[config.mk]
export PLATFORM = sky130hd
export DESIGN_NAME = shortcut_preset_adder_flat
export DESIGN_NICKNAME = d
export VERILOG_FILES = /design/src/rtl/shortcut_preset_adder_if.sv /design/src/rtl/shortcut_preset_adder.sv /design/src/flat_wrapper.sv
export SDC_FILE = /design/constraint.sdc
export NUM_CORES = 1
export LEC_CHECK = 0
export BUFFER_PORTS_ARGS = -buffer_cell sky130_fd_sc_hd__buf_2
export CORE_MARGIN = 1.5
export CORE_UTILIZATION = 32
export DETAILED_ROUTE_END_ITERATION = 6
export PLACE_DENSITY = 0.57
export SYNTH_ARGS = -nofsm -noshare
export SYNTH_HDL_FRONTEND = slang
export SYNTH_SLANG_ARGS = --single-unit
[constraint.sdc]
create_clock -name clk -period 11.4 [get_ports clk]
set_input_delay 1.14 -clock clk [delete_from_list [all_inputs] [get_ports clk]]
set_output_delay 1.14 -clock clk [all_outputs]
set_load 0.005 [all_outputs]
[src/rtl/shortcut_preset_adder_if.sv]
// shortcut_preset_adder_if: keypad, time-in/out digits and status of the preset adder
interface shortcut_preset_adder_if;
  logic       en;
  logic [9:0] keypad;
  logic       sharp;
  logic       star;
  logic [3:0] hour_ten_in, hour_one_in, min_ten_in, min_one_in, sec_ten_in, sec_one_in;
  logic [3:0] hour_ten_out, hour_one_out, min_ten_out, min_one_out, sec_ten_out, sec_one_out;
  logic       completeSetting;
  logic       busy;
  logic [3:0] press_count;
  modport master (
    output en, keypad, sharp, star,
    output hour_ten_in, hour_one_in, min_ten_in, min_one_in, sec_ten_in, sec_one_in,
    input  hour_ten_out, hour_one_out, min_ten_out, min_one_out, sec_ten_out, sec_one_out,
    input  completeSetting, busy, press_count
  );
  modport slave (
    input  en, keypad, sharp, star,
    input  hour_ten_in, hour_one_in, min_ten_in, min_one_in, sec_ten_in, sec_one_in,
    output hour_ten_out, hour_one_out, min_ten_out, min_one_out, sec_ten_out, sec_one_out,
    output completeSetting, busy, press_count
  );
endinterface

[src/rtl/shortcut_preset_adder.sv]
// shortcut_preset_adder: keypad presets accumulate into a BCD offset; '#' commits time_in + offset
// through one shared digit-serial adder (sec_one, sec_ten, min_one, min_ten, hours).
module shortcut_preset_adder #(
  parameter int             NUM_PRESETS = 3,
  parameter logic [239:0]   PRESETS     = {{7{24'h0}}, 24'h000100, 24'h000030, 24'h000005},
  parameter int             MAX_PRESSES = 9
) (
  input logic                    clk,
  input logic                    rst,
  shortcut_preset_adder_if.slave bus
);
  typedef enum logic [2:0] {IDLE, COLLECT, ACC, COMMIT, DONE} state_t;
  localparam logic [9:0] KEY_MASK = 10'((11'd1 << NUM_PRESETS) - 11'd1);
  localparam logic [3:0] MAX_CNT  = 4'(MAX_PRESSES);
  state_t      state_q, state_d;
  logic [2:0]  step_q, step_d;
  logic        carry_q, carry_d;
  logic [23:0] off_q, off_d;
  logic [23:0] snap_q, snap_d;
  logic [23:0] out_q, out_d;
  logic [3:0]  count_q, count_d;
  logic [3:0]  key_q, key_d;
  logic        pend_q, pend_d;
  logic [9:0]  kp_q, kp_d;
  logic        sharp_q, sharp_d;
  logic        star_q, star_d;
  logic [23:0] time_in;
  logic        key_ev, sharp_ev, star_ev;
  logic [3:0]  key_idx;
  logic [23:0] op_a, op_b, sum_word;
  logic [4:0]  sh, base, dsum;
  logic [3:0]  a_nib, b_nib, dig;
  logic        wrap, last;
  logic [8:0]  hsum, hmod;
  assign time_in = {bus.hour_ten_in, bus.hour_one_in, bus.min_ten_in,
                    bus.min_one_in, bus.sec_ten_in, bus.sec_one_in};
  always_comb begin
    key_idx = '0;
    for (int i = 0; i < 10; i++) key_idx = bus.keypad[i] ? 4'(i) : key_idx;
    key_ev   = (kp_q == '0) && $onehot(bus.keypad) && ((bus.keypad & ~KEY_MASK) == '0);
    sharp_ev = bus.sharp & ~sharp_q;
    star_ev  = bus.star & ~star_q;
  end
  // ACC adds the selected preset into the offset; COMMIT adds the offset into the snapshot.
  always_comb begin
    op_a  = (state_q == COMMIT) ? snap_q : off_q;
    op_b  = (state_q == COMMIT) ? off_q : 24'(PRESETS >> ({4'b0, key_q} * 8'd24));
    last  = step_q == 3'd4;
    sh    = {1'b0, step_q[1:0], 2'b00};
    a_nib = 4'(op_a >> sh);
    b_nib = 4'(op_b >> sh);
    base  = step_q[0] ? 5'd6 : 5'd10;
    dsum  = {1'b0, a_nib} + {1'b0, b_nib} + {4'b0, carry_q};
    wrap  = dsum >= base;
    dig   = wrap ? 4'(dsum - base) : dsum[3:0];
    hsum  = 9'(op_a[23:20]) * 9'd10 + 9'(op_a[19:16]) +
            9'(op_b[23:20]) * 9'd10 + 9'(op_b[19:16]) + 9'(carry_q);
    hmod  = hsum % 9'd24;
    sum_word = last ? {4'(hmod / 9'd10), 4'(hmod % 9'd10), op_a[15:0]}
                    : (op_a & ~(24'hF << sh)) | (24'(dig) << sh);
  end
  always_comb begin
    state_d = state_q;
    step_d  = step_q;
    carry_d = carry_q;
    off_d   = off_q;
    snap_d  = snap_q;
    out_d   = out_q;
    count_d = count_q;
    key_d   = key_q;
    pend_d  = pend_q;
    kp_d    = bus.keypad;
    sharp_d = bus.sharp;
    star_d  = bus.star;
    case (state_q)
      IDLE: begin
        off_d   = '0;
        count_d = '0;
        pend_d  = 1'b0;
        state_d = bus.en ? COLLECT : IDLE;
      end
      COLLECT:
        if (!bus.en) state_d = IDLE;
        else if (key_ev && count_q < MAX_CNT) begin
          state_d = ACC;
          count_d = count_q + 4'd1;
          key_d   = key_idx;
          step_d  = '0;
          carry_d = 1'b0;
          pend_d  = sharp_ev;
        end else if (sharp_ev) begin
          state_d = COMMIT;
          snap_d  = time_in;
          step_d  = '0;
          carry_d = 1'b0;
        end else if (star_ev) begin
          off_d   = '0;
          count_d = '0;
        end
      ACC:
        if (!bus.en) state_d = IDLE;
        else begin
          off_d   = sum_word;
          carry_d = wrap & ~last;
          step_d  = last ? 3'd0 : step_q + 3'd1;
          pend_d  = (pend_q | sharp_ev) & ~last;
          if (last) begin
            state_d = (pend_q | sharp_ev) ? COMMIT : COLLECT;
            snap_d  = time_in;
          end
        end
      COMMIT:
        if (!bus.en) state_d = IDLE;
        else begin
          snap_d  = sum_word;
          carry_d = wrap & ~last;
          step_d  = last ? 3'd0 : step_q + 3'd1;
          if (last) begin
            out_d   = sum_word;
            state_d = DONE;
          end
        end
      DONE: begin
        off_d   = '0;
        count_d = '0;
        state_d = COLLECT;
      end
      default: state_d = IDLE;
    endcase
  end
  always_ff @(posedge clk) begin
    if (rst) begin
      state_q <= IDLE;
      step_q  <= '0;
      carry_q <= 1'b0;
      off_q   <= '0;
      snap_q  <= '0;
      out_q   <= '0;
      count_q <= '0;
      key_q   <= '0;
      pend_q  <= 1'b0;
      kp_q    <= '0;
      sharp_q <= 1'b0;
      star_q  <= 1'b0;
    end else begin
      state_q <= state_d;
      step_q  <= step_d;
      carry_q <= carry_d;
      off_q   <= off_d;
      snap_q  <= snap_d;
      out_q   <= out_d;
      count_q <= count_d;
      key_q   <= key_d;
      pend_q  <= pend_d;
      kp_q    <= kp_d;
      sharp_q <= sharp_d;
      star_q  <= star_d;
    end
  end
  assign {bus.hour_ten_out, bus.hour_one_out, bus.min_ten_out,
          bus.min_one_out, bus.sec_ten_out, bus.sec_one_out} = out_q;
  assign bus.completeSetting = state_q == DONE;
  assign bus.busy            = (state_q == ACC) || (state_q == COMMIT);
  assign bus.press_count     = count_q;
endmodule

[src/flat_wrapper.sv]
// flat-port wrapper written by rule: the top's interface ports become plain ports
module shortcut_preset_adder_flat 
#(
  parameter int             NUM_PRESETS = 3,
  parameter logic [239:0]   PRESETS     = {{7{24'h0}}, 24'h000100, 24'h000030, 24'h000005},
  parameter int             MAX_PRESSES = 9
)
  (clk, rst, bus_en, bus_keypad, bus_sharp, bus_star, bus_hour_ten_in, bus_hour_one_in, bus_min_ten_in, bus_min_one_in, bus_sec_ten_in, bus_sec_one_in, bus_hour_ten_out, bus_hour_one_out, bus_min_ten_out, bus_min_one_out, bus_sec_ten_out, bus_sec_one_out, bus_completeSetting, bus_busy, bus_press_count);
  shortcut_preset_adder_if bus_i ();
  input logic clk;
  input logic rst;
  input wire logic [$bits(bus_i.en)-1:0] bus_en;
  input wire logic [$bits(bus_i.keypad)-1:0] bus_keypad;
  input wire logic [$bits(bus_i.sharp)-1:0] bus_sharp;
  input wire logic [$bits(bus_i.star)-1:0] bus_star;
  input wire logic [$bits(bus_i.hour_ten_in)-1:0] bus_hour_ten_in;
  input wire logic [$bits(bus_i.hour_one_in)-1:0] bus_hour_one_in;
  input wire logic [$bits(bus_i.min_ten_in)-1:0] bus_min_ten_in;
  input wire logic [$bits(bus_i.min_one_in)-1:0] bus_min_one_in;
  input wire logic [$bits(bus_i.sec_ten_in)-1:0] bus_sec_ten_in;
  input wire logic [$bits(bus_i.sec_one_in)-1:0] bus_sec_one_in;
  output wire logic [$bits(bus_i.hour_ten_out)-1:0] bus_hour_ten_out;
  output wire logic [$bits(bus_i.hour_one_out)-1:0] bus_hour_one_out;
  output wire logic [$bits(bus_i.min_ten_out)-1:0] bus_min_ten_out;
  output wire logic [$bits(bus_i.min_one_out)-1:0] bus_min_one_out;
  output wire logic [$bits(bus_i.sec_ten_out)-1:0] bus_sec_ten_out;
  output wire logic [$bits(bus_i.sec_one_out)-1:0] bus_sec_one_out;
  output wire logic [$bits(bus_i.completeSetting)-1:0] bus_completeSetting;
  output wire logic [$bits(bus_i.busy)-1:0] bus_busy;
  output wire logic [$bits(bus_i.press_count)-1:0] bus_press_count;
  assign bus_i.en = bus_en;
  assign bus_i.keypad = bus_keypad;
  assign bus_i.sharp = bus_sharp;
  assign bus_i.star = bus_star;
  assign bus_i.hour_ten_in = bus_hour_ten_in;
  assign bus_i.hour_one_in = bus_hour_one_in;
  assign bus_i.min_ten_in = bus_min_ten_in;
  assign bus_i.min_one_in = bus_min_one_in;
  assign bus_i.sec_ten_in = bus_sec_ten_in;
  assign bus_i.sec_one_in = bus_sec_one_in;
  assign bus_hour_ten_out = bus_i.hour_ten_out;
  assign bus_hour_one_out = bus_i.hour_one_out;
  assign bus_min_ten_out = bus_i.min_ten_out;
  assign bus_min_one_out = bus_i.min_one_out;
  assign bus_sec_ten_out = bus_i.sec_ten_out;
  assign bus_sec_one_out = bus_i.sec_one_out;
  assign bus_completeSetting = bus_i.completeSetting;
  assign bus_busy = bus_i.busy;
  assign bus_press_count = bus_i.press_count;
  shortcut_preset_adder #(.NUM_PRESETS(NUM_PRESETS), .PRESETS(PRESETS), .MAX_PRESSES(MAX_PRESSES)) u_core (.clk(clk), .rst(rst), .bus(bus_i));
endmodule
==> summary by stage, run 1 <==
Pwr
Total power for the finished layout comes to around 740 uW. The largest voltage drop on the vdd net is 0.0825 mV. The power per unit of standard cell area is 97.1 nW/um^2.

Summed over all cells, the static leakage comes to between 3 and 4 nW.

Critical path
STA classifies the critical path endpoint as a register. The critical path's most frequent cell is ha_1. Data arrives at the worst endpoint at 8.12 ns.

The first element of the critical path is u_core.state_q[1]. The worst register-to-register path has a depth of 29. In this design, the stage delay of the slowest critical-path cell is about 0.60 ns. The kind of start point of the critical path is a register. The critical path is of the reg2reg type. The critical-path maximum fanout is 31.

STA puts the critical path data required time at ~12 ns. The launching point of the worst reg2reg path is u_core.state_q[1]. Among all stages on the critical path, the largest delay is contributed by dfxtp_1.

STA
The clock arrives with between 0.01 and 0.015 ns of skew. The number of max-slew violations in the final report is 0. At the pin with the least slew margin, the transition time is ~1.1 ns. The final sum of negative setup slack is 0 ns.

After layout, the minimum clock period comes to between 7 and 8 ns. Based on the critical path, the design can be clocked at up to between 100 and 150 MHz. The relative slew slack is between 20 and 30%.

The final number of hold-violating endpoints came to 0. The worst path meets setup with 3.55 ns of slack. Setup repair after global routing left no endpoint under its margin. Dividing the final minimum period by the clock period gives 68.9%. The count of final setup violators is 0.

Clock network
The post-cts gate resize count is 0. The post-CTS clock slew at the launch and capture registers of the worst setup and hold paths is about 0.080 ns. The quantity of hold-fixing buffers added after cts is 0. The number of H-tree levels is 3. The clock sink total is 100. The total clock buffers created by CTS is 9. The largest buffer count on any clock path is 2. TritonCTS built the clock tree.

The clock insertion delay at the later pin of the skew report is about 0.36 ns. In this run the post-CTS setup repair buffer count came out at 0. The root buffer cell chosen for the clock tree is clkbuf_16.

Synthesis
Averaged over all synthesized cells, the footprint is a little under 8 um^2. In the synthesized netlist the dominant register cell turns out to be dfxtp_1. The post-synthesis register bit count is 100. The sequential cell area fraction in the yosys report is 29.8%. The count of yosys warnings during synthesis is 0. Synthesis produced a netlist whose cell count is 851. The share of Yosys cell area claimed by the top area cell type is between 20% and 30%. For this run, asynchronously set or reset flops after synthesis account for 0%. The total standard cell area after synthesis is roughly 6700 um^2. Counting every net in the synthesized netlist gives 956. Counting flops with a built-in enable in the synthesized netlist gives 0. The leading area contributor after synthesis is dfxtp_1. Yosys attributes the largest share of cell area to dfxtp_1 30%, nor2_1 8.6%, ha_1 8.6%.

The netlist uses 68 different library cells.

Placed design
The setup slack at placement is 3.65 ns. The post-detailed-placement half-perimeter wirelength is 13.7 mm. The placed instances occupy a cell area of around 7300 um^2. Port buffering added 68 buffers. Including well taps, the total number of placed cells is 1153. Routability-driven placement finished with a final weighted congestion of ~0.82.

Die
The initial core utilization is approximately 33%. The horizontal die dimension is ~150 um. The number of rows in the core area is between 50 and 60. just under 70 I/O pins were placed. The placeable core area is around 20000 um^2.

The die boundary height is ~150 um. The floorplan die area is between 20000 and 25000 um^2.

Hold path
The number of instances on the worst hold path is 1. In this run the most critical hold path is launched from u_core.out_q[20]. The class of the tightest hold or removal check is reg2reg.

Global routing
The global-route usage over all layers is ~17%. The pin count of the biggest net entering global routing is 94. The total overflow left after global routing is 0. The initial antenna violation count is 0. The global-route wire length before repair is around 30 mm. The via count of the first global-routing pass is 5682.

Detailed routing
The number of iterations in the first detailed-routing pass is 5. The highest metal layer used by the detailed router is met4. The DRC violation total after the first TritonRoute iteration is a little under 400. The total met2 wirelength after detailed routing is roughly 8.2 mm. The detailed router placed 6124 vias in this run. The number of DRC violations after detailed routing is 0. The met1 wire length is 8.98 mm. The final layout contains routed wiring with a total length of about 19 mm. The average routed wire per standard cell is roughly 16 um. The detailed-routed wire length on met3 is roughly 1.1 mm. The remaining antenna violation count after routing is 0. The via-per-instance ratio is between 5 and 6.

Final layout
The proportion of layout cells with a drive suffix above 1 is a little over an eighth. The design area is ~7600 um^2. Relative to the synthesized area, the layout overhead comes to 13.1%.

The repair_antennas step left the layout with diodes totalling 0. For this run, the post-layout net count is between 900 and 1000. The final standard cell count with taps included and fillers excluded is 1169.

Status
The flow ran to the end, and the final reports show no timing, DRC or antenna violations.

Flow run
The number of maximum-capacitance violations is 0.
report_power, final:
part	switching [mW]	internal [mW]	leakage, nW
clock	0.149	0.158	0.143
sequential	0.00474	0.355	0.810
combinational	0.0425	0.0297	2.42
total	0.196	0.543	3.37
metal layers:
metal	global-route usage (%)	up-vias
li1	-	3062
met1	24.7	2886
met2	26.1	162
met3	4.04	14
met4	4.41	0
met5	0	-
cell usage after synthesis (all sizes together), types with 7 or more instances:
| cell | n |
|---|---|
| a211oi | 12 |
| a21o | 7 |
| a21oi | 64 |
| a22oi | 14 |
| and2 | 7 |
| and3 | 11 |
| buf | 7 |
| clkbuf | 38 |
| dfxtp | 100 |
| fa | 20 |
| ha | 46 |
| inv | 50 |
| mux2i | 25 |
| nand2 | 60 |
| nand3 | 18 |
| nor2 | 154 |
| nor2b | 18 |
| nor3 | 50 |
| nor3b | 9 |
| o21ai | 18 |
| o22ai | 20 |
| xnor2 | 16 |
cells by family after synthesis:
family	share of synthesized area [%]
fa+ha+maj	14.5
flops	29.8
mux	5.06
simple gates	24.3
buf+inv	5.32
compound gates	18.3
xor+xnor	2.85
critical path, delay by kind of cell (launching register included):
kind                     cells  cell delay (ns)
AO/OA/AOI/OAI                9             2.24
adder cells (fa/ha/maj)      6             1.72
XOR/XNOR                     2             0.32
flip-flops                   1             0.60
buffers and inverters        3             0.76
AND/OR/NAND/NOR              9             2.11
path summary, 6_finish.rpt:
path	end	slack [ns]
min	u_core.out_q[20]	0.47
min reg2reg	u_core.out_q[20]	0.47
max reg2reg	u_core.out_q[17]	3.55
max	u_core.out_q[17]	3.55
layout by cell type, fill, tap and decap left out, drive strengths merged, types with 7 or more instances in the layout:
master	instances
a211oi	12
mux2i	25
nor3	50
a21o	7
and2	7
ha	46
dfxtp	100
clkbuf	10
nand3	18
inv	52
and3	11
o22ai	20
fa	20
nand2	60
o21ai	18
xnor2	16
nor2b	18
nor2	154
a21oi	64
nor3b	9
a22oi	14
buf	77
final cells by class:
type,count,area [um^2]
clock buffers,10,239
clock inverters,6,56.3
fillers,2155,12800
inverters,50,188
multi-input cells,656,4380
flip-flops and latches,100,2000
well taps,270,338
repair buffers,77,408
sequential cells by signal, summed over array words and instances, names as in the netlist:
name,count
u_core.carry_q,1
u_core.step_q,3
u_core.pend_q,1
u_core.sharp_q,1
u_core.key_q,4
u_core.off_q,24
u_core.bus.press_count,4
u_core.snap_q,24
u_core.star_q,1
u_core.state_q,3
u_core.kp_q,10
u_core.out_q,24
through the flow:
step | hold WS, ns | utilization (%)
final | 0.470 | 37.2
after global routing | 0.488 | 37.2
after CTS | 0.474 | 37.2
after detailed placement | 0.448 | 35.8
after global placement | 0.458 | 35.8
after floorplan | 0.439 | -
No activity file was read; power rests on OpenSTA's default activity.
==> run 2: changes to the inputs <==
clock period = 7.3 ns   (was 11.4 ns; I/O delays follow)
==> run 2 against run 1 <==
Compared with the run above: non-clock buffer count rose by 5; wire length rose by 1.1%; sequential share of layout area fell by 0.21 points; via count rose by 0.23%; die area did not move; critical endpoint unchanged; combinational power rose by 58%; largest cell class unchanged; setup slack got worse by 3.0 ns; critical path depth fell by 2.
==> summary by stage, run 2 (synthesized netlist as in run 1, its figures left out) <==
Pwr
For this design the ratio of total power to cell area is roughly 150 nW/um^2. The analysis attributes to cell leakage a power of 3.41 nW. VDD sags by at most just over 0.09 mV.

Critical path
The kind of start point of the critical path is a register. Along the worst path, the maximum fanout reaches 24. Tracing the worst setup path back leads to its startpoint at u_core.state_q[1]. The type of destination of the critical path is a register.

The depth of the most critical reg-to-reg path is 27. The critical path capture point is u_core.out_q[17]. The worst register-to-register path begins at u_core.state_q[1]. Counting both buffers and inverters, the worst setup path holds a total of 6. STA puts the critical path data required time at 7.56 ns.

The logic depth of the worst setup path including buffers is 27. Broken down by cell family, the worst path's largest delay share belongs to adder cells. The worst register-to-register path ends at u_core.out_q[17]. Counting stages on the worst path, the most repeated cell is inv_1. The worst-path cell with the longest stage delay is fa_1. The worst setup path is of the reg2reg kind. Across all register-to-register paths, the minimum setup slack is approximately 0.54 ns. The largest single stage delay on the critical path is about 0.61 ns.

STA puts the critical path data arrival time at between 7 and 8 ns.

Detailed routing
The via-per-instance ratio is about 5.2. The number of DRC violations after detailed routing is 0. The total met2 wirelength after detailed routing is about 8.5 mm.

The routed design uses ~940 um of met3 wire. The final route contains ~6100 vias. The first routing iteration left a little under 500 violations. The number of iterations in the first detailed-routing pass is 7. The met1 wire length is approximately 9.1 mm. Signal routing reaches up to met4. The average routed wire per standard cell is 15.9 um. The count of nets left with antenna violations once routing finished came out at 0. The final layout contains routed wiring with a total length of around 19 mm.

Clock network
The tree built by TritonCTS fans out to 100 sinks. The number of H-tree levels is 3. CTS placed an instance of clkbuf_16 at the clock tree root. The total clock buffers created by CTS is 9. The largest buffer count on any clock path is 2.

The clock insertion delay at the later pin of the skew report is roughly 0.36 ns. The quantity of hold-fixing buffers added after cts is 0. After clock tree synthesis, the clock-pin slew on the worst setup and hold paths is ~0.080 ns.

The CTS tree is yes. The number of setup buffers added after CTS is 0.

STA
The number of max-slew violations in the final report was 0. After layout, the worst path uses 92.6% of the clock period. The pin slew with the least headroom to its limit is around 0.97 ns. The count of final setup violators is 0.

The final number of hold-violating endpoints is 0. Across all setup checks in the final design, the least slack found is about 0.54 ns. On the final layout, the worst clock skew is between 0.01 and 0.015 ns. The clock period minus worst slack is ~6.8 ns. The upper clock frequency limit is around 150 MHz.

The relative slew slack is a little over a third.

Global routing
The via count of the first global-routing pass was a little under 6000. Global routing used ~18% of the available tracks. The global-route wire length before repair is roughly 30 mm. The pin count of the biggest net entering global routing is 57.

The residual overflow from global routing is 0. The initial antenna violation count is 0.

Die
The initial core utilization is about a third. The floorplan die area is ~22000 um^2. The die boundary height is between 100 and 150 um. The top-level I/O count is between 60 and 70. The number of rows in the core area is 52.

The placeable core area is between 20000 and 25000 um^2. The die is 148 um wide.

Status
The run finished with clean final reports.

Final layout
The finished cells cover 7670 um^2. The largest registers in the layout are u_core.off_q: 24 flops, u_core.out_q: 24 flops, u_core.snap_q: 24 flops. The most common cell after layout, fill and taps aside is nor2_1. Leaving out fill and tap cells, the most frequent cells in the layout are 154 x nor2_1, 100 x dfxtp_1, 68 x buf_2. The count of nets after finishing is 1004. 0 antenna diodes ended up in the layout. The finished layout holds about 1200 standard cells, fillers aside. Cells with a size suffix above 1 make up 14.4% of the layout. From synthesis to final layout, the design area changed by 14.0%.

Placed design
Before CTS, the worst setup slack after placement is between 0.5 and 0.6 ns. The post-place instance area is 7350 um^2. The instance count after placement with tap cells included is approximately 1200. In this run the tool buffered the top-level ports with 68 buffer cells. The final RePlAce weighted congestion is about 0.84. The post-detailed-placement half-perimeter wirelength is 14.2 mm.

Hold path
The class of the tightest hold or removal check is reg2reg. The number of instances on the worst hold path is 1.

Flow run
Across the run, the number of max-cap violations was 0.
## run 2: worst register-to-register path, delay by kind of cell (launching register included)
| kind | cells | cell delay [ns] |
|---|---|---|
| xor+xnor | 1 | 0.11 |
| fa+ha+maj | 5 | 1.91 |
| flops | 1 | 0.60 |
| buf+inv | 6 | 0.94 |
| simple gates | 9 | 1.74 |
| compound gates | 6 | 1.38 |
## run 2: through the flow
| stage | setup TNS [ns] | total power [mW] | util, % | hold slack (ns) |
|---|---|---|---|---|
| 2_1_floorplan | 0 | 0.649 | - | 0.439 |
| 3_3_place_gp | 0 | 0.688 | 36.0 | 0.460 |
| 3_5_place_dp | 0 | 0.689 | 36.0 | 0.457 |
| 4_1_cts | 0 | 1.18 | 37.5 | 0.475 |
| 5_1_grt | -0.0221 | 1.22 | 37.5 | 0.491 |
| 6_report | 0 | 1.17 | 37.5 | 0.471 |
## run 2: cell type report
| type | instances | area, um^2 |
|---|---|---|
| well taps | 270 | 338 |
| clock inverters | 7 | 76.3 |
| fillers | 2179 | 12800 |
| repair buffers | 82 | 445 |
| clock buffers | 9 | 225 |
| multi-input cells | 656 | 4400 |
| inverters | 50 | 188 |
| flip-flops and latches | 100 | 2000 |
## run 2: how the worst min path moves through the flow
stage,endpoint,slack [ns],start
3_3_place_gp,u_core.out_q[20],0.46,u_core.out_q[20]
3_5_place_dp,u_core.out_q[20],0.46,u_core.out_q[20]
4_1_cts,u_core.out_q[16],0.47,u_core.out_q[16]
6_report,u_core.out_q[20],0.47,u_core.out_q[20]
5_1_grt,u_core.out_q[23],0.49,u_core.out_q[23]
2_1_floorplan,u_core.off_q[18],0.44,u_core.off_q[18]
## run 2: metal layers
| layer | up-vias | GRT usage (%) |
|---|---|---|
| met5 | - | 0 |
| met4 | 0 | 4.65 |
| met3 | 18 | 3.24 |
| met2 | 155 | 27.3 |
| met1 | 2893 | 25.4 |
| li1 | 3072 | - |
## run 2: where the power goes
part	leakage, nW	internal, mW	switching (mW)
combinational	2.45	0.0471	0.0673
clock	0.149	0.245	0.247
sequential	0.810	0.554	0.00585
## run 2: timing repair
item	4_1_cts	5_1_grt
endpoints found under the setup margin	0	2
hold endpoints to repair	0	0
gates resized for setup	0	3
==> run 3: changes to the inputs <==
CTS_BUF_LIST = sky130_fd_sc_hd__clkbuf_4 sky130_fd_sc_hd__clkbuf_8   (was not set)
==> run 3 against run 2 <==
Compared with the run above: clock-buffer cell count is the same; non-clock buffer count did not move; register-to-register slack barely moved; wire length rose by 0.19%; via count grew 0.15%; combinational power barely moved; hold slack better by 0.010 ns; first-iteration DRC count decreased by 6.7%; core utilization is 0.50 points lower; largest cell class unchanged; largest power group unchanged.
==> summary by stage, run 3 (synthesized netlist as in run 1, its figures left out) <==
Pwr
Net switching is 29.3% of the power. IR analysis of the VDD net gives a maximum drop of 0.0898 mV. The internal power of the cells totals 738 uW.

Combinational logic burns between 10% and 20% of the power. The clock network fraction of design power is 35.4%. The power per unit of standard cell area is between 100 and 150 nW/um^2. The part of the total power dissipated in sequential elements is 53.6%. Summed over all nets, the switching power comes to 306 uW. After layout, the design draws a total of 1.04 mW.

In this run the static leakage power is ~3.4 nW.

Critical path
The critical-path maximum fanout is 24. The type of destination of the critical path is a register. By startpoint and endpoint, the worst setup path is classified as reg2reg.

Data on the critical path is required at its endpoint by 7.61 ns. STA puts the critical path data arrival time at 7.06 ns. The worst setup path is launched from a register.

Global routing
The global-route usage over all layers is between 15 and 20%. The initial antenna violation count is 0. The global-route wire length before repair is around 31 mm. The pin count of the biggest net entering global routing is 57. The residual overflow from global routing is 0. The via count of the first global-routing pass is 5820.

Placed design
The setup slack at placement is roughly 0.57 ns. The post-place instance area is 7350 um^2. The number of I/O port buffers is 68. The post-detailed-placement half-perimeter wirelength is about 14 mm. Routability-driven placement finished with a final weighted congestion of around 0.84.

Clock network
CTS built an H-tree with a depth of 3. The total clock buffers created by CTS is 9. Clock latency on the worst-skew pair, taken at its later pin, is ~0.40 ns. The root buffer cell is clkbuf_8.

Counting along the longest clock path gives a buffer depth of 2. TritonCTS built the clock tree. The post-CTS clock slew at the launch and capture registers of the worst setup and hold paths is roughly 0.12 ns. Hold repair after CTS inserted 0 buffers. The clock sink total is 100. Post-CTS timing repair inserted 0 buffers for setup.

STA
The final number of hold-violating endpoints came to 0. Between clock sinks in the finished design, the worst skew comes to about 0.02 ns. The number of max-slew violations in the final report is 0.

The worst pin sits at a relative slew slack of approximately a third. Static timing analysis puts the maximum clock frequency at 148 MHz. The tightest hold path in the finished design has a slack of 0.481 ns. Setup violations remaining at the end of the flow were counted as 0.

The worst path needs around 6.8 ns of the cycle, external delays included. The worst path uses between 90% and 100% of the clock period. In the post-route analysis, the smallest setup slack over all paths is roughly 0.54 ns. At the pin with the least slew margin, the transition time is ~0.97 ns. The final sum of negative setup slack is 0 ns.

Final layout
The area growth from synthesis to layout is 12.5%. In the layout the commonest cells are 154 x nor2_1, 100 x dfxtp_1, 68 x buf_2. The post-route netlist has 14.4% of its cells at a drive strength greater than 1. The most common cell after layout, fill and taps aside is nor2_1. The number of antenna diodes in the final layout is 0. The design area is ~7600 um^2. The count of nets after finishing is 1004.

The fill cell total of the finished layout is about 2200. The largest registers in the layout are u_core.off_q: 24 flops, u_core.out_q: 24 flops, u_core.snap_q: 24 flops.

Die
The die covers ~22000 um^2. The floorplan has 52 rows. During I/O placement, the number of pins put on the boundary was slightly below 70. The horizontal die dimension is ~150 um. For this configuration, the core starts out at a cell density of about a third. The die is 148 um tall. The placeable core area is a little over 20000 um^2.

Status
The flow ran to the end, and the final reports show no timing, DRC or antenna violations.

Detailed routing
The number of DRC violations after detailed routing is 0. The remaining antenna violation count after routing is 0. Before antenna repair, the detailed router went through 5 iterations. The detailed router placed roughly 6100 vias in this run. The DRC violation total after the first TritonRoute iteration is approximately 460. The average routed wire per standard cell is between 15 and 20 um. Using the TritonRoute via totals, the vias-per-cell ratio works out to ~5.2. The final layout contains routed wiring with a total length of 18.8 mm.

Flow run
Max-cap violations in this run came to 0.

Hold path
The class of the tightest hold or removal check is reg2reg.
-- run 3: cell count changes in the layout (fill, tap and decap cells not counted) --
cell       before  now
clkbuf_16       9    0
clkbuf_8        0    9
-- run 3: worst max-delay path: stages (launching register included) --
cell	delay, ns
dfxtp_1	0.62
inv_1	0.22
nor2_1	0.14
buf_4	0.18
and2_2	0.22
buf_4	0.31
nand2_1	0.10
nand2_1	0.15
ha_1	0.27
fa_1	0.50
inv_1	0.06
fa_1	0.61
inv_1	0.06
ha_1	0.30
a211oi_2	0.32
or2_4	0.21
nand2_1	0.23
and3_4	0.26
o21a_1	0.19
o21ai_1	0.22
nand4_1	0.20
ha_1	0.23
a21oi_1	0.15
nor2b_1	0.20
inv_1	0.09
a21oi_4	0.21
xnor2_1	0.11
a311oi_1	0.29
-- run 3: final timing paths --
path                            cells past startpoint              start          endpoint  slack, ns
worst max-delay path                               27  u_core.state_q[1]  u_core.out_q[17]       0.54
worst min-delay path                                1   u_core.out_q[23]  u_core.out_q[23]       0.48
worst min register to register                      1   u_core.out_q[23]  u_core.out_q[23]       0.48
worst max register to register                     27  u_core.state_q[1]  u_core.out_q[17]       0.54
-- run 3: final cells by class --
type | instances | area [um^2] | area share, %
Sequential cell | 100 | 2000 | 26.5
Inverter | 50 | 188 | 2.48
Timing Repair Buffer | 82 | 445 | 5.89
Clock buffer | 9 | 124 | 1.64
Tap cell | 270 | 338 | 4.46
Clock inverter | 7 | 76.3 | 1.01
Multi-Input combinational cell | 656 | 4400 | 58.1
-- run 3: what timing repair did --
item | 4_1_cts | 5_1_grt
endpoints found under the setup margin | 0 | 3
gates resized for setup | 0 | 3
endpoints found under the hold margin | 0 | 0
-- run 3: stage by stage --
stage | util (%) | std cells
3_3_place_gp | 36.0 | 1158
6_report | 37.0 | 1174
4_1_cts | 37.0 | 1174
2_1_floorplan | - | 851
3_5_place_dp | 36.0 | 1158
5_1_grt | 37.0 | 1174
-- run 3: power by group through the flow --
stage,combinational [mW],sequential [mW],clock [mW]
finish,0.114,0.560,0.370
global route,0.133,0.561,0.405
CTS,0.117,0.560,0.382
detailed placement,0.117,0.572,0
global placement,0.115,0.572,0
floorplan,0.0791,0.570,0
-- run 3: routing by layer --
metal | up-vias | global-route usage [%] | part of all wire (%)
met2 | 150 | 27.5 | 45
met5 | - | 0 | 0
li1 | 3073 | - | -
met3 | 14 | 3.33 | 4.2
met4 | 0 | 4.06 | 1.2
met1 | 2910 | 25.5 | 49
